--- config.mk ---
export PLATFORM = sky130hd
export DESIGN_NAME = vga_timing_core
export DESIGN_NICKNAME = d
export VERILOG_FILES = /design/src/rtl/vga_timing_pkg.sv /design/src/rtl/vga_timing_core_wrap_counter.sv /design/src/rtl/vga_timing_core.sv
export SDC_FILE = /design/constraint.sdc
export NUM_CORES = 1
export LEC_CHECK = 0
export BUFFER_PORTS_ARGS = -buffer_cell sky130_fd_sc_hd__buf_4
export CAP_MARGIN = 20
export CORE_ASPECT_RATIO = 0.6
export CORE_UTILIZATION = 45
export CTS_CLUSTER_SIZE = 8
export DETAILED_ROUTE_END_ITERATION = 10
export PLACE_DENSITY = 0.63
export SETUP_SLACK_MARGIN = 0.4
export SLEW_MARGIN = 20
export SYNTH_ARGS = -nofsm -noshare
export SYNTH_HDL_FRONTEND = slang
export SYNTH_SLANG_ARGS = --single-unit
--- constraint.sdc ---
create_clock -name clk -period 2.9 [get_ports clk]
set_input_delay 0.725 -clock clk [delete_from_list [all_inputs] [get_ports clk]]
set_output_delay 0.725 -clock clk [all_outputs]
set_load 0.01 [all_outputs]
--- src/rtl/vga_timing_pkg.sv ---
// Shared raster constants for the VGA display designs: 640x480@60 timing,
// sync polarities and the 10-bit raster position type.
package vga_timing_pkg;

  localparam int H_DISPLAY = 640;
  localparam int H_FRONT   = 16;
  localparam int H_SYNC    = 96;
  localparam int H_BACK    = 48;
  localparam int H_TOTAL   = H_DISPLAY + H_FRONT + H_SYNC + H_BACK;

  localparam int V_DISPLAY = 480;
  localparam int V_FRONT   = 10;
  localparam int V_SYNC    = 2;
  localparam int V_BACK    = 33;
  localparam int V_TOTAL   = V_DISPLAY + V_FRONT + V_SYNC + V_BACK;

  // 0 = active-low sync pulse
  localparam bit H_SYNC_POL = 1'b0;
  localparam bit V_SYNC_POL = 1'b0;

  localparam int POS_W = 10;
  typedef logic [POS_W-1:0] pos_t;

endpackage

--- src/rtl/vga_timing_core_wrap_counter.sv ---
// Enabled modulo counter 0..MAX. Resets to MAX so the first enabled cycle
// lands on 0. wrap is a combinational one-cycle pulse that is high in the
// cycle where an enabled step takes count from MAX back to 0, letting a
// chained counter advance on the same edge.
module wrap_counter #(
  parameter int MAX   = 799,
  parameter int WIDTH = 10
) (
  input  logic             clk,
  input  logic             rst_n,
  input  logic             en,
  output logic [WIDTH-1:0] count,
  output logic             wrap
);

  localparam logic [WIDTH-1:0] MAX_V = WIDTH'(MAX);

  logic [WIDTH-1:0] count_q;
  logic [WIDTH-1:0] count_d;

  assign wrap  = en && (count_q == MAX_V);
  assign count = count_q;

  // Next count: step on en, fold back to 0 after MAX.
  always_comb begin
    count_d = count_q;
    if (en) begin
      count_d = wrap ? '0 : count_q + 1'b1;
    end
  end

  // Count register, synchronous active-low reset to MAX.
  always_ff @(posedge clk) begin
    if (!rst_n) begin
      count_q <= MAX_V;
    end else begin
      count_q <= count_d;
    end
  end

endmodule

--- src/rtl/vga_timing_core.sv ---
// Raster timing generator: hpos/vpos counters, display_on, hsync/vsync and
// per-line / per-frame strobes, all registered from next-state counter
// values so every output is aligned with hpos/vpos.
// Optional build macro VGA_FRAME_COUNTER_EN adds an 8-bit frame_cnt output.
module vga_timing_core
  import vga_timing_pkg::*;
#(
  parameter int H_DISPLAY  = vga_timing_pkg::H_DISPLAY,
  parameter int H_FRONT    = vga_timing_pkg::H_FRONT,
  parameter int H_SYNC     = vga_timing_pkg::H_SYNC,
  parameter int H_BACK     = vga_timing_pkg::H_BACK,
  parameter int V_DISPLAY  = vga_timing_pkg::V_DISPLAY,
  parameter int V_FRONT    = vga_timing_pkg::V_FRONT,
  parameter int V_SYNC     = vga_timing_pkg::V_SYNC,
  parameter int V_BACK     = vga_timing_pkg::V_BACK,
  parameter bit H_SYNC_POL = vga_timing_pkg::H_SYNC_POL,
  parameter bit V_SYNC_POL = vga_timing_pkg::V_SYNC_POL
) (
  input  logic       clk,
  input  logic       rst_n,
  input  logic       pix_ce,
  output logic [9:0] hpos,
  output logic [9:0] vpos,
  output logic       display_on,
  output logic       hsync,
  output logic       vsync,
  output logic       line_start,
  output logic       frame_start
`ifdef VGA_FRAME_COUNTER_EN
  ,
  output logic [7:0] frame_cnt
`endif
);

  localparam int H_TOT = H_DISPLAY + H_FRONT + H_SYNC + H_BACK;
  localparam int V_TOT = V_DISPLAY + V_FRONT + V_SYNC + V_BACK;

  localparam pos_t H_DISP_P = pos_t'(H_DISPLAY);
  localparam pos_t V_DISP_P = pos_t'(V_DISPLAY);
  localparam pos_t HS_FIRST = pos_t'(H_DISPLAY + H_FRONT);
  localparam pos_t HS_LAST  = pos_t'(H_DISPLAY + H_FRONT + H_SYNC - 1);
  localparam pos_t VS_FIRST = pos_t'(V_DISPLAY + V_FRONT);
  localparam pos_t VS_LAST  = pos_t'(V_DISPLAY + V_FRONT + V_SYNC - 1);

  // Positions are fixed at 10 bits; larger rasters cannot be represented.
  if (H_TOT > 1024) begin : g_h_total_check
    $error("vga_timing_core: horizontal total exceeds 1024");
  end
  if (V_TOT > 1024) begin : g_v_total_check
    $error("vga_timing_core: vertical total exceeds 1024");
  end

  pos_t h_cnt, v_cnt;
  pos_t h_d, v_d;
  logic h_wrap, v_wrap, v_en;

  assign v_en = pix_ce && h_wrap;

  wrap_counter #(.MAX(H_TOT - 1), .WIDTH(POS_W)) u_h_cnt (
    .clk   (clk),
    .rst_n (rst_n),
    .en    (pix_ce),
    .count (h_cnt),
    .wrap  (h_wrap)
  );

  wrap_counter #(.MAX(V_TOT - 1), .WIDTH(POS_W)) u_v_cnt (
    .clk   (clk),
    .rst_n (rst_n),
    .en    (v_en),
    .count (v_cnt),
    .wrap  (v_wrap)
  );

  assign hpos = h_cnt;
  assign vpos = v_cnt;

  logic display_on_q, display_on_d;
  logic hsync_q, hsync_d;
  logic vsync_q, vsync_d;
  logic line_start_q, line_start_d;
  logic frame_start_q, frame_start_d;

  // Derive the position the counters will hold after this edge, then the
  // outputs that belong to that position. Strobes fire only on the pix_ce
  // step into hpos 0; all level outputs hold while pix_ce is low.
  always_comb begin
    h_d           = h_cnt;
    v_d           = v_cnt;
    display_on_d  = display_on_q;
    hsync_d       = hsync_q;
    vsync_d       = vsync_q;
    line_start_d  = 1'b0;
    frame_start_d = 1'b0;
    if (pix_ce) begin
      h_d           = h_wrap ? '0 : h_cnt + 1'b1;
      v_d           = v_en ? (v_wrap ? '0 : v_cnt + 1'b1) : v_cnt;
      display_on_d  = (h_d < H_DISP_P) && (v_d < V_DISP_P);
      hsync_d       = ((h_d >= HS_FIRST) && (h_d <= HS_LAST)) ? H_SYNC_POL : !H_SYNC_POL;
      vsync_d       = ((v_d >= VS_FIRST) && (v_d <= VS_LAST)) ? V_SYNC_POL : !V_SYNC_POL;
      line_start_d  = h_wrap;
      frame_start_d = h_wrap && v_wrap;
    end
  end

  // Output registers; reset parks them in the blanked, sync-inactive state.
  always_ff @(posedge clk) begin
    if (!rst_n) begin
      display_on_q  <= 1'b0;
      hsync_q       <= !H_SYNC_POL;
      vsync_q       <= !V_SYNC_POL;
      line_start_q  <= 1'b0;
      frame_start_q <= 1'b0;
    end else begin
      display_on_q  <= display_on_d;
      hsync_q       <= hsync_d;
      vsync_q       <= vsync_d;
      line_start_q  <= line_start_d;
      frame_start_q <= frame_start_d;
    end
  end

  assign display_on  = display_on_q;
  assign hsync       = hsync_q;
  assign vsync       = vsync_q;
  assign line_start  = line_start_q;
  assign frame_start = frame_start_q;

`ifdef VGA_FRAME_COUNTER_EN
  logic [7:0] frame_cnt_q, frame_cnt_d;

  // Frame counter steps with frame_start; resets to FF so frame 0 reads 0.
  always_comb begin
    frame_cnt_d = frame_cnt_q;
    if (frame_start_d) begin
      frame_cnt_d = frame_cnt_q + 8'd1;
    end
  end

  // Frame counter register.
  always_ff @(posedge clk) begin
    if (!rst_n) begin
      frame_cnt_q <= 8'hFF;
    end else begin
      frame_cnt_q <= frame_cnt_d;
    end
  end

  assign frame_cnt = frame_cnt_q;
`endif

endmodule

==> metrics.cfg, run 1 <==
[detailed_routing]
top_layer=met4
viasPerCell=6.004
routed_wl_um=3944
dr_wl_met2_um=1459
drt_iter0_drc=233
wl_met1_um=2016
antenna_left=0
wl_per_cell_um=15.47
dr.pass1.iters=5
vias=1531
wl_met3_um=457
drc=0

[worst_setup_path]
critPathKind=register to register
critPathMaxFanout=10
critPathLaunchType=register
crit_buf_inv=0
crit_family=simple AND/OR/NAND/NOR gates
critPathRequiredTime_ps=3050
cp_slowest_cell=or4_1
cp.arrival_ps=2490
endpoint_kind=register
max_stage_delay_ps=510
cp_cell_sequence=ha_2 -> nand4_4 -> or3_1 -> or4_1 -> a21boi_1 -> o32ai_1

[clock_network]
cts_buffers=3
clock_latency_ps=260
cts_sinks=25
postCtsSetupBuffers=0
cts_root_buf=clkbuf_8
clockBufferDepth=2
path_clk_slew_ps=80
cts_tree=yes
htreeDepth=1

[timing]
relSlewSlack_pct=71.08
setup_viol=0
tns_ps=0
slew_viol_final=0
finalCriticalPeriod_ps=2344
fmax_ghz=0.4267
hold_violations=0
grt_setup_unrepaired=false
tightest_slew_ps=422.8
fin_crit_sh_pct=80.82
clock_skew_ps=1.560

[cells_and_area]
area_growth_pct=18.59
seqCellArea_um2=500.5
layout-drive-gt1-share_pct=18.31
fill_cells=275
fin_util_pct=59.42
final_area_um2=1795
nets=220
final_common_cell=buf_4
multiInputGateArea_um2=938.4
layout_common_cells=31 x buf_4, 25 x dfxtp_1, 21 x nand2_1, 14 x nor2_1, 12 x nand3_1
diodes=0

[floorplan]
rows=15
initial_utilization_pct=50.10
dieArea_um2=3608
io_pins=28
dieWidth_um=76.88
core-area_um2=3022
fp.dieH_um=46.93

[global_route]
grt_pass1_wl_um=6244
overflow=0
globalRouteTotalUtil_pct=22.95
first_global_vias=1201
grt_start_max_net_pins=18
antenna_found_initial=0

[yosys]
ys_seq_area_share_pct=33.06
ys.flop_type=dfxtp_1
ys_ff_latch=25
syn_inst=189
synth.distinct_cells=47
post_synth.cell_area_avg_um2=8.010
synth_edf_count=0
async_flop_share_pct=0
ys.warnings.count=0
syn-cell-area_um2=1514
synth_nets=195

[placed_design]
place_congestion=0.9665
dpl.hpwl_um=2957
port_buffers=27
placed_area_um2=1748

[power]
p_leak_nw=0.6862
ir_drop_mv=0.3366
powerDensity_nw_per_um2=464.4

[outcome]
status=complete, no violations

[run]
drv_cap=0

[min_path]
hold_path_class=register to register

-- timing repair --
action / 4_1_cts / 5_1_grt
endpoints found under the setup margin: 0 / 2
resized for setup: 0 / 1
hold buffers: 0 / 0
-- flip-flops by register name (all words and copies together) (netlist names) --
name / flops
display_on: 1
frame_start: 1
hsync: 1
line_start: 1
u_h_cnt.count: 10
u_v_cnt.count: 10
vsync: 1
-- worst reg2reg max path, cell delays in order (launching register included) --
cell	delay, ps
dfxtp_1	470
ha_2	310
nand4_4	190
or3_1	460
or4_1	510
a21boi_1	180
o32ai_1	110
-- cell usage after synthesis (2+ instances only) --
cell	count	area share, %
and2_1	4	1.7
ha_1	3	2.5
clkbuf_1	7	1.7
nand4b_1	3	1.7
nor2_1	14	3.5
inv_1	7	1.7
nand2_1	21	5.2
dfxtp_1	25	33
a21oi_1	4	1.3
o211ai_1	2	0.99
o21ai_0	9	3.0
or4_1	4	2.0
nand3_1	12	4.0
o31ai_1	3	1.5
nand2b_1	4	1.7
a21boi_0	3	1.5
nand4_1	6	2.5
a41oi_1	2	1.2
nor3b_1	2	0.99
nor4_1	5	2.1
or3_1	2	0.83
buf_2	2	0.66
o311ai_0	2	1.2
xor2_1	7	4.0
nor3_1	5	1.7
xnor2_1	8	4.6
and3_1	3	1.2
-- logic make-up after synthesis --
| group | count (synthesis) | synth area share, % |
|---|---|---|
| adders and majority gates | 3 | 2.480 |
| and+or+nand+nor | 93 | 34.38 |
| DFF | 25 | 33.06 |
| xor gates and xnor gates | 15 | 8.678 |
| AOI/OAI and AO/OA | 34 | 15.54 |
| muxes | 1 | 0.7437 |
| buffers and inverters | 18 | 5.124 |
-- power breakdown --
group	internal (mW)	total [mW]	switching, mW
sequential	0.365	0.409	0.0448
combinational	0.0995	0.225	0.126
clock	0.0980	0.199	0.101
total	0.562	0.834	0.272
-- stage by stage --
| stage | power [mW] | instances | worst slack, ps | hold WS, ps |
|---|---|---|---|---|
| after detailed placement | 0.6363 | 251 | 386.4 | 452.7 |
| after global placement | 0.6373 | 251 | 401.2 | 453.2 |
| after CTS | 0.8334 | 255 | 511.9 | 473.9 |
| final | 0.8338 | 255 | 556.2 | 476.9 |
| after floorplan | 0.5537 | 189 | 677.7 | 475.5 |
| after global routing | 0.8858 | 255 | 420.2 | 486.4 |
-- final cells by class --
| class | count | share of cell area, % |
|---|---|---|
| clock buffer | 4 | 2.509 |
| inverter | 7 | 1.463 |
| multi-input combinational | 146 | 52.26 |
| sequential | 25 | 27.87 |
| tap | 42 | 2.927 |
| timing repair buffer | 31 | 12.96 |
-- path summary, 6_finish.rpt --
| path | from | end | slack, ps | cells after the start |
|---|---|---|---|---|
| max | u_h_cnt.count[0] | display_on | 560 | 6 |
| min | display_on | display_on | 480 | 2 |
| max reg2reg | u_h_cnt.count[0] | display_on | 560 | 6 |
| min reg2reg | display_on | display_on | 480 | 2 |
-- layer usage --
layer | vias to the layer above | global-route usage (%)
li1 | 735 | -
met1 | 698 | 37.49
met2 | 94 | 27.32
met3 | 4 | 8.155
met4 | 0 | 2.308
met5 | - | 0
Note: power is estimated with default switching activity, not from simulation.
==> run 2, diff against run 1 <==
--- a/config.mk
+++ b/config.mk
@@ -11,7 +11,7 @@
 export CORE_UTILIZATION = 45
 export CTS_CLUSTER_SIZE = 8
 export DETAILED_ROUTE_END_ITERATION = 10
-export PLACE_DENSITY = 0.63
+export PLACE_DENSITY = 0.65
 export SETUP_SLACK_MARGIN = 0.4
 export SLEW_MARGIN = 20
 export SYNTH_ARGS = -nofsm -noshare
==> constraint.sdc (replaced) <==
create_clock -name clk -period 1.95 [get_ports clk]
set_input_delay 0.4875 -clock clk [delete_from_list [all_inputs] [get_ports clk]]
set_output_delay 0.4875 -clock clk [all_outputs]
set_load 0.01 [all_outputs]
==> metrics.cfg, run 2 (synthesis gave the netlist of run 1 again) <==
[outcome]
status=complete, no violations

[worst_setup_path]
cp_cell_sequence=inv_2 -> ha_2 -> inv_1 -> or4_4 -> a2bb2oi_1 -> o21ai_1 -> a41oi_2
cp_num_cells=7
timing.rr.start=u_v_cnt.count[1]
endpoint_kind=register
crit_buf_inv=2
critPathRequiredTime_ps=2090
cp-startpoint=u_v_cnt.count[1]
critPathLaunchType=register
crit_family=simple AND/OR/NAND/NOR gates
critPathMaxFanout=3
critPathKind=register to register
max_stage_delay_ps=540
cp.arrival_ps=2080
reg2reg_slack_ps=10
cp_slowest_cell=or4_4
worstSetupEndpoint=vsync
r2r_end=vsync
r2r_cells=7

[floorplan]
fp.dieH_um=46.93
io_pins=28
dieWidth_um=76.88
dieArea_um2=3608
rows=15
initial_utilization_pct=50.10
core-area_um2=3022

[global_route]
first_global_vias=1608
antenna_found_initial=0
grt_pass1_wl_um=8155
overflow=0
globalRouteTotalUtil_pct=30.16
grt_start_max_net_pins=18

[power]
ir_drop_mv=0.4197
powerDensity_nw_per_um2=647.8
p_leak_nw=0.9439

[detailed_routing]
drc=0
routed_wl_um=5579
viasPerCell=6.238
antenna_left=0
wl_per_cell_um=18.98
vias=1834
drt_iter0_drc=233
dr.pass1.iters=5

[cells_and_area]
final_area_um2=2371
final_common_cell=buf_4
area_growth_pct=56.61
layout-drive-gt1-share_pct=49.21
nets=259
diodes=0
layout_common_cells=62 x buf_4, 17 x nand2_1, 12 x nor2_1, 12 x dfxtp_1, 11 x nand3_1

[timing]
fmax_ghz=0.5160
finalCriticalPeriod_ps=1938
clock_skew_ps=2.081
grt_setup_unrepaired=true
finalWorstSetupSlack_ps=12.16
relSlewSlack_pct=77.29
tightest_slew_ps=340.2
hold_violations=0
fin_crit_sh_pct=99.38
setup_viol=0
slew_viol_final=0

[clock_network]
path_clk_slew_ps=90
htreeDepth=1
clock_latency_ps=270
cts_root_buf=clkbuf_8
cts_tree=yes
cts_sinks=25
cts_buffers=3
clockBufferDepth=2

[placed_design]
dp_slack_ps=-52.62
place_congestion=0.8807
dpl.hpwl_um=3400
placed_area_um2=1937
port_buffers=27

[min_path]
hold_path_class=register to register

[run]
drv_cap=0

[run 2: repair_timing]
action	CTS	global route
setup endpoints to repair	18	20
gates resized for setup	35	22
setup buffers	13	9
gates cloned	1	0
pin swaps	14	18
hold buffers	0	0
[run 2: through the flow]
step	TNS (ps)	util, %	std cells	power, mW	hold WS [ps]
2_1_floorplan	0	-	189	0.8507	477.4
3_3_place_gp	-21.79	64.10	267	1.008	475.5
3_5_place_dp	-95.63	64.10	267	1.018	473.2
4_1_cts	0	73.71	285	1.445	487.0
5_1_grt	-2.728	78.47	294	1.601	511.8
6_report	0	78.47	294	1.536	498.8
[run 2: worst min-delay path by stage]
| stage | from | to | slack, ps | depth (start not counted) |
|---|---|---|---|---|
| after floorplan | display_on | display_on | 480 | 2 |
| after global placement | display_on | display_on | 480 | 2 |
| after global routing | display_on | display_on | 510 | 2 |
| after CTS | display_on | display_on | 490 | 2 |
| final | display_on | display_on | 500 | 2 |
| after detailed placement | display_on | display_on | 470 | 2 |
[run 2: cell type report]
type | count | area [µm²]
Timing Repair Buffer | 69 | 544.3
Clock buffer | 4 | 45.04
Inverter | 7 | 26.28
Tap cell | 42 | 52.55
Fill cell | 199 | 650.6
Sequential cell | 25 | 531.8
Multi-Input combinational cell | 147 | 1171
[run 2: report_power, final]
group | internal, mW | switching [mW] | total (mW)
registers | 0.545 | 0.0521 | 0.597
clock network | 0.146 | 0.164 | 0.310
logic | 0.302 | 0.327 | 0.629
[run 2: layer usage]
| metal | share of wire (%) | global-route usage (%) | up-vias |
|---|---|---|---|
| met5 | 0 | 0 | - |
| met4 | 2.7 | 9.231 | 0 |
| met3 | 11 | 8.738 | 25 |
| met2 | 43 | 47.14 | 128 |
| met1 | 43 | 41.12 | 862 |
| li1 | - | - | 819 |
[run 2: worst register-to-register path: stages, from the launching register on]
cell and delay [ps]:
dfxtp_4 370, inv_2 40, ha_2 320, inv_1 60, or4_4 540, a2bb2oi_1 150, o21ai_1 180, a41oi_2 150
